===== src/rtl/writeback_unit_pkg.sv =====
// Shared definitions for the writeback stage: widths, the zero register and
// the write-port source select.
package writeback_unit_pkg;

  localparam int DATA_W = 32;
  localparam int ADDR_W = 5;
  localparam logic [ADDR_W-1:0] REG_ZERO = 5'd0;

  typedef enum logic [1:0] {
    NONE  = 2'd0,
    ALU   = 2'd1,
    LDBUF = 2'd2,
    LDIN  = 2'd3
  } wb_src_t;

endpackage


===== src/rtl/wb_scoreboard.sv =====
// Register scoreboard: one busy bit per architectural register (r0 never busy),
// set on accepted issue, cleared on writeback, with the RAW/WAW stall compare.
module wb_scoreboard #(
  parameter int ADDR_W = 5
) (
  input  logic              clk,
  input  logic              rst_n,
  input  logic              issue_valid,
  input  logic [ADDR_W-1:0] issue_rd,
  input  logic [ADDR_W-1:0] src_a,
  input  logic [ADDR_W-1:0] src_b,
  input  logic              clr_valid,
  input  logic [ADDR_W-1:0] clr_rd,
  output logic              issue_stall
);

  localparam int NREG = 2 ** ADDR_W;

  logic [NREG-1:1] busy_r;
  logic [NREG-1:0] busy_s;
  logic [NREG-1:0] busy_nxt_s;
  logic            set_s;

  assign busy_s = {busy_r, 1'b0};
  assign set_s  = issue_valid && !issue_stall && (issue_rd != {ADDR_W{1'b0}});

  // Hazard compare of the issuing instruction against in-flight destinations
  always_comb begin
    issue_stall = 1'b0;
    if (issue_valid) begin
      issue_stall = busy_s[src_a] | busy_s[src_b] | busy_s[issue_rd];
    end else begin
      issue_stall = 1'b0;
    end
  end

  // Next busy vector: clear first, then set, so a same-edge set wins
  always_comb begin
    busy_nxt_s = busy_s;
    if (clr_valid) begin
      busy_nxt_s[clr_rd] = 1'b0;
    end else begin
      busy_nxt_s = busy_s;
    end
    if (set_s) begin
      busy_nxt_s[issue_rd] = 1'b1;
    end else begin
      busy_nxt_s[0] = 1'b0;
    end
  end

  // Busy flop register
  always_ff @(posedge clk or negedge rst_n) begin
    if (!rst_n) begin
      busy_r <= '0;
    end else begin
      busy_r <= busy_nxt_s[NREG-1:1];
    end
  end

endmodule


===== src/rtl/writeback_unit.sv =====
// Writeback stage: merges ALU and load results into the single register-file
// write port through a one-entry load skid buffer, and tracks busy registers.
module writeback_unit #(
  parameter int DATA_W = writeback_unit_pkg::DATA_W,
  parameter int ADDR_W = writeback_unit_pkg::ADDR_W
) (
  input  logic              iClk,
  input  logic              nRst,
  input  logic              iIssueValid,
  input  logic [ADDR_W-1:0] iIssueRd,
  input  logic [ADDR_W-1:0] iIssueSrcA,
  input  logic [ADDR_W-1:0] iIssueSrcB,
  output logic              oIssueStall,
  input  logic              iAluValid,
  input  logic [ADDR_W-1:0] iAluRd,
  input  logic [DATA_W-1:0] iAluData,
  input  logic              iLdValid,
  output logic              oLdReady,
  input  logic [ADDR_W-1:0] iLdRd,
  input  logic [DATA_W-1:0] iLdData,
  output logic              oWrite,
  output logic [ADDR_W-1:0] oAddrC,
  output logic [DATA_W-1:0] oRegC
);

  import writeback_unit_pkg::*;

  logic              buf_valid_r;
  logic [ADDR_W-1:0] buf_rd_r;
  logic [DATA_W-1:0] buf_data_r;
  logic              ld_accept_s;
  wb_src_t           sel_s;
  logic [ADDR_W-1:0] sel_rd_s;
  logic [DATA_W-1:0] sel_data_s;

  assign oLdReady    = !buf_valid_r;
  assign ld_accept_s = iLdValid && !buf_valid_r;

  // Write-port source select: ALU, then buffered load, then incoming load
  always_comb begin
    sel_s      = NONE;
    sel_rd_s   = oAddrC;
    sel_data_s = oRegC;
    if (iAluValid) begin
      sel_s      = ALU;
      sel_rd_s   = iAluRd;
      sel_data_s = iAluData;
    end else if (buf_valid_r) begin
      sel_s      = LDBUF;
      sel_rd_s   = buf_rd_r;
      sel_data_s = buf_data_r;
    end else if (ld_accept_s) begin
      sel_s      = LDIN;
      sel_rd_s   = iLdRd;
      sel_data_s = iLdData;
    end else begin
      sel_s      = NONE;
    end
  end

  // Skid buffer: capture a load that loses to the ALU, drain on an ALU-free cycle
  always_ff @(posedge iClk or negedge nRst) begin
    if (!nRst) begin
      buf_valid_r <= 1'b0;
      buf_rd_r    <= '0;
      buf_data_r  <= '0;
    end else if (iAluValid && ld_accept_s) begin
      buf_valid_r <= 1'b1;
      buf_rd_r    <= iLdRd;
      buf_data_r  <= iLdData;
    end else if (sel_s == LDBUF) begin
      buf_valid_r <= 1'b0;
    end else begin
      buf_valid_r <= buf_valid_r;
    end
  end

  // Registered write port; address and data hold on idle cycles
  always_ff @(posedge iClk or negedge nRst) begin
    if (!nRst) begin
      oWrite <= 1'b0;
      oAddrC <= '0;
      oRegC  <= '0;
    end else begin
      case (sel_s)
        NONE: begin
          oWrite <= 1'b0;
        end
        default: begin
          oWrite <= (sel_rd_s != REG_ZERO);
          oAddrC <= sel_rd_s;
          oRegC  <= sel_data_s;
        end
      endcase
    end
  end

  wb_scoreboard #(
    .ADDR_W (ADDR_W)
  ) u_scoreboard (
    .clk         (iClk),
    .rst_n       (nRst),
    .issue_valid (iIssueValid),
    .issue_rd    (iIssueRd),
    .src_a       (iIssueSrcA),
    .src_b       (iIssueSrcB),
    .clr_valid   (oWrite),
    .clr_rd      (oAddrC),
    .issue_stall (oIssueStall)
  );

endmodule


===== config.mk =====
export PLATFORM = sky130hd
export DESIGN_NAME = writeback_unit
export DESIGN_NICKNAME = d
export VERILOG_FILES = /design/src/rtl/writeback_unit_pkg.sv /design/src/rtl/wb_scoreboard.sv /design/src/rtl/writeback_unit.sv
export SDC_FILE = /design/constraint.sdc
export NUM_CORES = 1
export LEC_CHECK = 0
export BUFFER_PORTS_ARGS = -buffer_cell sky130_fd_sc_hd__buf_2
export CAP_MARGIN = 40
export CELL_PAD_IN_SITES_DETAIL_PLACEMENT = 1
export CELL_PAD_IN_SITES_GLOBAL_PLACEMENT = 1
export CORE_MARGIN = 4
export CORE_UTILIZATION = 45
export CTS_CLUSTER_DIAMETER = 80
export DETAILED_ROUTE_END_ITERATION = 16
export GPL_ROUTABILITY_DRIVEN = 0
export HOLD_SLACK_MARGIN = 0.05
export PLACE_DENSITY = 0.88
export SLEW_MARGIN = 20
export SYNTH_ARGS = -nofsm -noshare
export SYNTH_HDL_FRONTEND = slang
export SYNTH_SLANG_ARGS = --single-unit
export TNS_END_PERCENT = 30

===== constraint.sdc =====
create_clock -name iClk -period 5 [get_ports iClk]
set_input_delay 1 -clock iClk [delete_from_list [all_inputs] [get_ports iClk]]
set_output_delay 1 -clock iClk [all_outputs]
set_load 0.01 [all_outputs]

After elaboration in Yosys (flattened, before gate mapping)
Index checks and enable logic that the tools add are counted.
{"block": "totals", "ff_bits": 107, "inputBits": 94, "output_inout_bits": 40}
{"block": "classes", "n_lt_le_gt_ge": 6, "n_eq_ne": 1, "mux": 25, "n_bitwise": 6, "reduce_logical": 14}
{"cell": "32-bit two-way mux", "count": 4}
{"cell": "32-bit bitwise AND", "count": 1}
{"cell": "32-bit NOT", "count": 1}
{"cell": "32-bit bitwise OR", "count": 1}
{"cell": "31-bit two-way mux", "count": 1}
{"cell": "5-bit by 6-bit < comparator with 1-bit output (second input constant)", "count": 4}
{"cell": "1-bit binary-select mux with 5-bit select", "count": 3}
{"cell": "5-bit two-way mux", "count": 3}
{"cell": "1-bit demux with 5-bit select", "count": 2}
{"cell": "5-bit by 1-bit greater-or-equal comparator with 1-bit output (second input constant)", "count": 2}
{"cell": "5-bit nonzero test", "count": 2}
{"cell": "1-bit two-way mux", "count": 9}
{"cell": "1-bit logical AND", "count": 6}
{"cell": "2-bit two-way mux", "count": 3}
{"cell": "3-bit nonzero test", "count": 1}
{"cell": "2-bit == test (second input constant)", "count": 1}
{"cell": "1-bit zero test", "count": 2}
{"cell": "2-bit zero test", "count": 1}
{"cell": "1-bit bitwise OR", "count": 2}
{"cell": "2-bit AND reduction", "count": 1}
{"cell": "2-bit nonzero test", "count": 1}
{"cell": "1-bit NOT", "count": 1}

Logic depth before layout (Yosys ltp)
{"block": "depth", "word_depth": 9, "ltp_mapped": 9, "mapped_depth_nobuf": 6}

Modules after synthesis
Synthesis repeated with hierarchy kept, for this count alone.
{"block": "hier_totals", "hier_cells": 525, "area_unflattened_um2": 5860.6}
{"module": "writeback_unit", "n_inst": 1, "cells_per_inst": 260, "area_each_um2": 3199.3, "seq_area_each_um2": 1901.8}
{"module": "wb_scoreboard", "n_inst": 1, "cells_per_inst": 265, "area_each_um2": 2661.3, "seq_area_each_um2": 775.7}

Worst setup path after synthesis
No wires, ideal clock.
{"block": "synth_timing", "path_type": "input to output", "start": "input iIssueSrcB[1]", "end": "output oIssueStall", "t_arrival_ns": 2.646, "t_required_ns": 4.000, "slack_ns": 1.354, "stages": 8, "path_buffers": 2, "cell_sequence": "buf_6 -> mux4_2 -> a22oi_1 -> o21ai_1 -> nor4b_2 -> nand4_2 -> buf_6 -> o21a_1"}
{"block": "synth_via", "elab_chain_len": 5}
{"item": "start: declaration", "line": "writeback_unit.sv:12", "rtl": "input logic [ADDR_W-1:0] iIssueSrcB,"}
{"item": "1-bit binary-select mux with 5-bit select", "line": "wb_scoreboard.sv:31", "rtl": "issue_stall = busy_s[src_a] | busy_s[src_b] | busy_s[issue_rd];"}
{"item": "1-bit two-way mux (implied by the code)", "line": "wb_scoreboard.sv:31"}
{"item": "1-bit bitwise OR (2 in a row)", "line": "wb_scoreboard.sv:31"}
{"item": "1-bit two-way mux", "line": "wb_scoreboard.sv:30", "rtl": "if (issue_valid) begin"}
{"item": "end: declaration", "line": "writeback_unit.sv:13", "rtl": "output logic oIssueStall,"}
No other way between the ends. The select of a mux whose other input is x is not followed.

Worst setup path in the final report
{"block": "layout_timing", "start": "input iIssueRd[1]", "end": "output oIssueStall"}
{"block": "layout_via", "elab_chain_len": 4}
{"item": "start: declaration", "line": "writeback_unit.sv:10", "rtl": "input logic [ADDR_W-1:0] iIssueRd,"}
{"item": "1-bit binary-select mux with 5-bit select", "line": "wb_scoreboard.sv:31"}
{"item": "1-bit two-way mux (implied by the code)", "line": "wb_scoreboard.sv:31"}
{"item": "1-bit bitwise OR", "line": "wb_scoreboard.sv:31"}
{"item": "1-bit two-way mux", "line": "wb_scoreboard.sv:30"}
No other way between the ends. The select of a mux whose other input is x is not followed.

==> impl_metrics.json <==
{
  "hold_path.class": "reg2reg",
  "final-hold-violation-count": 0,
  "antenna_left": 0,
  "cts_tree": "yes",
  "start_util_pct": 46.0,
  "synth-simple-area-share_pct": 10.5,
  "worstSetupStartpoint": "iIssueRd[1]",
  "synthFlopType": "dfrtp_1",
  "worstSetupEndpointType": "output pin",
  "clock-root-buffer": "clkbuf_16",
  "cts_buffer_depth": 2,
  "synth_cell_types": 42,
  "clock_skew_ns": 0.0129,
  "antenna_found_initial": 2,
  "synth_mux_area_share_pct": 18.3,
  "numCtsBuffers": 9,
  "utilization_pct": 54.8,
  "synthAdderAreaFrac_pct": 0,
  "grt_pass1_wl_um": 28600,
  "dr.pass1.iters": 4,
  "gr-total-overflow": 0,
  "synthTopCellsByArea": "dfrtp_1 48%, mux2_2 8.3%, o22ai_1 7.9%",
  "met3_usage_pct": 6.70,
  "cts.repair.resized": 0,
  "async_flop_share_pct": 100,
  "cap_violations": 0,
  "period_needed_ns": 4.16,
  "via_per_inst": 6.13,
  "synth.yosys.seq_area_share_pct": 48.2,
  "outcome": "finished, final reports clean",
  "fmax_mhz": 240,
  "ys_warn_count": 0,
  "cp.arrival_ns": 3.16,
  "die_w_um": 119,
  "crit_top_cell": "buf_2",
  "synth-edff-count": 0,
  "synth-seq-cells": 107,
  "drcViolationCount": 0,
  "use_met2_pct": 42.6,
  "first_global_vias": 5493,
  "die_area_um2": 14200,
  "worstHoldStart": "buf_data_r[12]",
  "startpoint_type": "input port",
  "final_cells": 801,
  "crit_buf_inv": 3,
  "synth_top_area_share_pct": 48.2,
  "crit_path_max_fanout": 32,
  "clock_latency_ns": 0.35,
  "synth_area_um2": 5550,
  "cpLargestDelayFamily": "buffers and inverters",
  "dieHeight_um": 119,
  "row_count": 40,
  "synthCells": 519,
  "synth_xor_area_share_pct": 0,
  "htreeDepth": 3,
  "hold_slack_ns": 0.508,
  "wl_per_cell_um": 22.0,
  "drt_iter0_drc": 287,
  "vias": 4907,
  "grt_util_all_layers_pct": 25.2,
  "wl_um": 17600,
  "clock_sinks": 107,
  "synth_top_area_cell": "dfrtp_1",
  "irDropWorstVdd_uv": 151,
  "area_growth_pct": 19.1,
  "met1_usage_pct": 31.4,
  "cts_setup_buffers": 0,
  "dp_hpwl_um": 12500,
  "path_class": "in2out",
  "final_layout_size_suffix_gt1_share_pct": 34.9,
  "reg2reg_from": "u_scoreboard.busy_r[18]",
  "setup_tns_ns": 0,
  "grt_start_max_net_pins": 66,
  "io_pins": 134,
  "required_ns": 4.00,
  "numPlacedInstances": 785,
  "synth_top_family_by_area": "compound AO/OA/AOI/OAI gates",
  "grt_setup_unrepaired": "no",
  "cts.reportedPaths.clkPinSlew_ns": 0.07,
  "synth_area_per_cell_um2": 10.7,
  "crit_chain": "buf_2, mux4_2, a22oi_1, o21ai_1, nor4b_2, nand4_2, buf_4, o21a_1, buf_2",
  "syn_nets": 613,
  "finalSetupViolCount": 0,
  "power.density_nw_per_um2": 412,
  "antennaDiodeCount": 0,
  "core_um2": 12100,
  "cts_hold_buf": 0,
  "max_slew_margin_pct": 40.7,
  "worst_pin_slew_ns": 0.887,
  "fin_crit_sh_pct": 83.2,
  "drv_slew": 0,
  "nets": 722,
  "portBuffers": 133,
  "critical-path-max-stage-delay_ns": 0.40,
  "nFillCells": 1374,
  "p_leak_uw": 0.00279,
  "synth-compound-area-share_pct": 19.2,
  "slowest_stage": "buf_2",
  "busiest_layer": "met2"
}
==> where the power goes <==
group | switching (µW) | internal, µW
logic | 382 | 362
registers | 224 | 1080
clock network | 322 | 356
total | 928 | 1790
==> cell type report <==
type,instances,area (µm²),area share [%]
multi-input cells,367,2680,40.5
inverters,3,11.3,0.170
clock inverters,4,33.8,0.511
repair buffers,140,751,11.4
flip-flops and latches,107,2680,40.5
clock buffers,12,246,3.73
well taps,168,210,3.18
==> final timing paths <==
path	endpoint	slack, ns	depth (start not counted)
min reg2reg	buf_data_r[12]	0.51	1
max	oIssueStall	0.84	9
min	buf_data_r[12]	0.51	1
max in group asynchronous	buf_data_r[0]	3.57	2
max reg2reg	u_scoreboard.busy_r[2]	2.55	7
min in group asynchronous	buf_rd_r[4]	0.63	1
==> per-layer routing <==
metal / vias up / wire [µm]
met4: 4 / 337
li1: 2207 / -
met1: 2497 / 7340
met5: - / 27
met2: 165 / 8950
met3: 34 / 956
==> cell families after synthesis <==
kind of cell,count (synthesis)
compound gates,185
flops,107
simple gates,103
mux,79
buf+inv,45
==> cell usage in the layout (no fill, tap or decap), drive strengths merged, types with 14 or more instances in the layout <==
cell / count
dfrtp: 107
nand3: 32
mux4: 14
a21oi: 39
mux2: 41
mux2i: 24
o21ai: 67
nand2: 16
o22ai: 70
buf: 140
==> synthesized netlist by cell type, drive strengths merged (2+ instances only) <==
library cell / instances
dfrtp: 107
o22ai: 70
o21ai: 67
mux2: 41
a21oi: 39
nand3: 32
clkbuf: 25
mux2i: 24
buf: 17
nand2: 16
mux4: 14
nor2: 13
nand3b: 10
nand2b: 4
or3b: 4
and3: 3
nor2b: 3
nor3: 3
nor3b: 3
o41ai: 3
and2: 2
and3b: 2
inv: 2
nor4b: 2
o21a: 2
or3: 2
or4: 2
==> through the flow <==
| stage | power (µW) | setup slack, ns | area, µm² |
|---|---|---|---|
| 2_1_floorplan | 1730 | 1.35 | 5550 |
| 3_3_place_gp | 1970 | 0.934 | 6270 |
| 3_5_place_dp | 2040 | 0.873 | 6330 |
| 4_1_cts | 2720 | 0.856 | 6610 |
| 5_1_grt | 2880 | 0.655 | 6610 |
| 6_report | 2720 | 0.842 | 6610 |
==> flip-flops by register name, indices dropped and copies added (netlist names) <==
name and flops:
oWrite 1, buf_data_r 32, buf_rd_r 5, u_scoreboard.busy_r 31
oRegC 32, oAddrC 5, buf_valid_r 1
(Power assumes the default switching activity.)
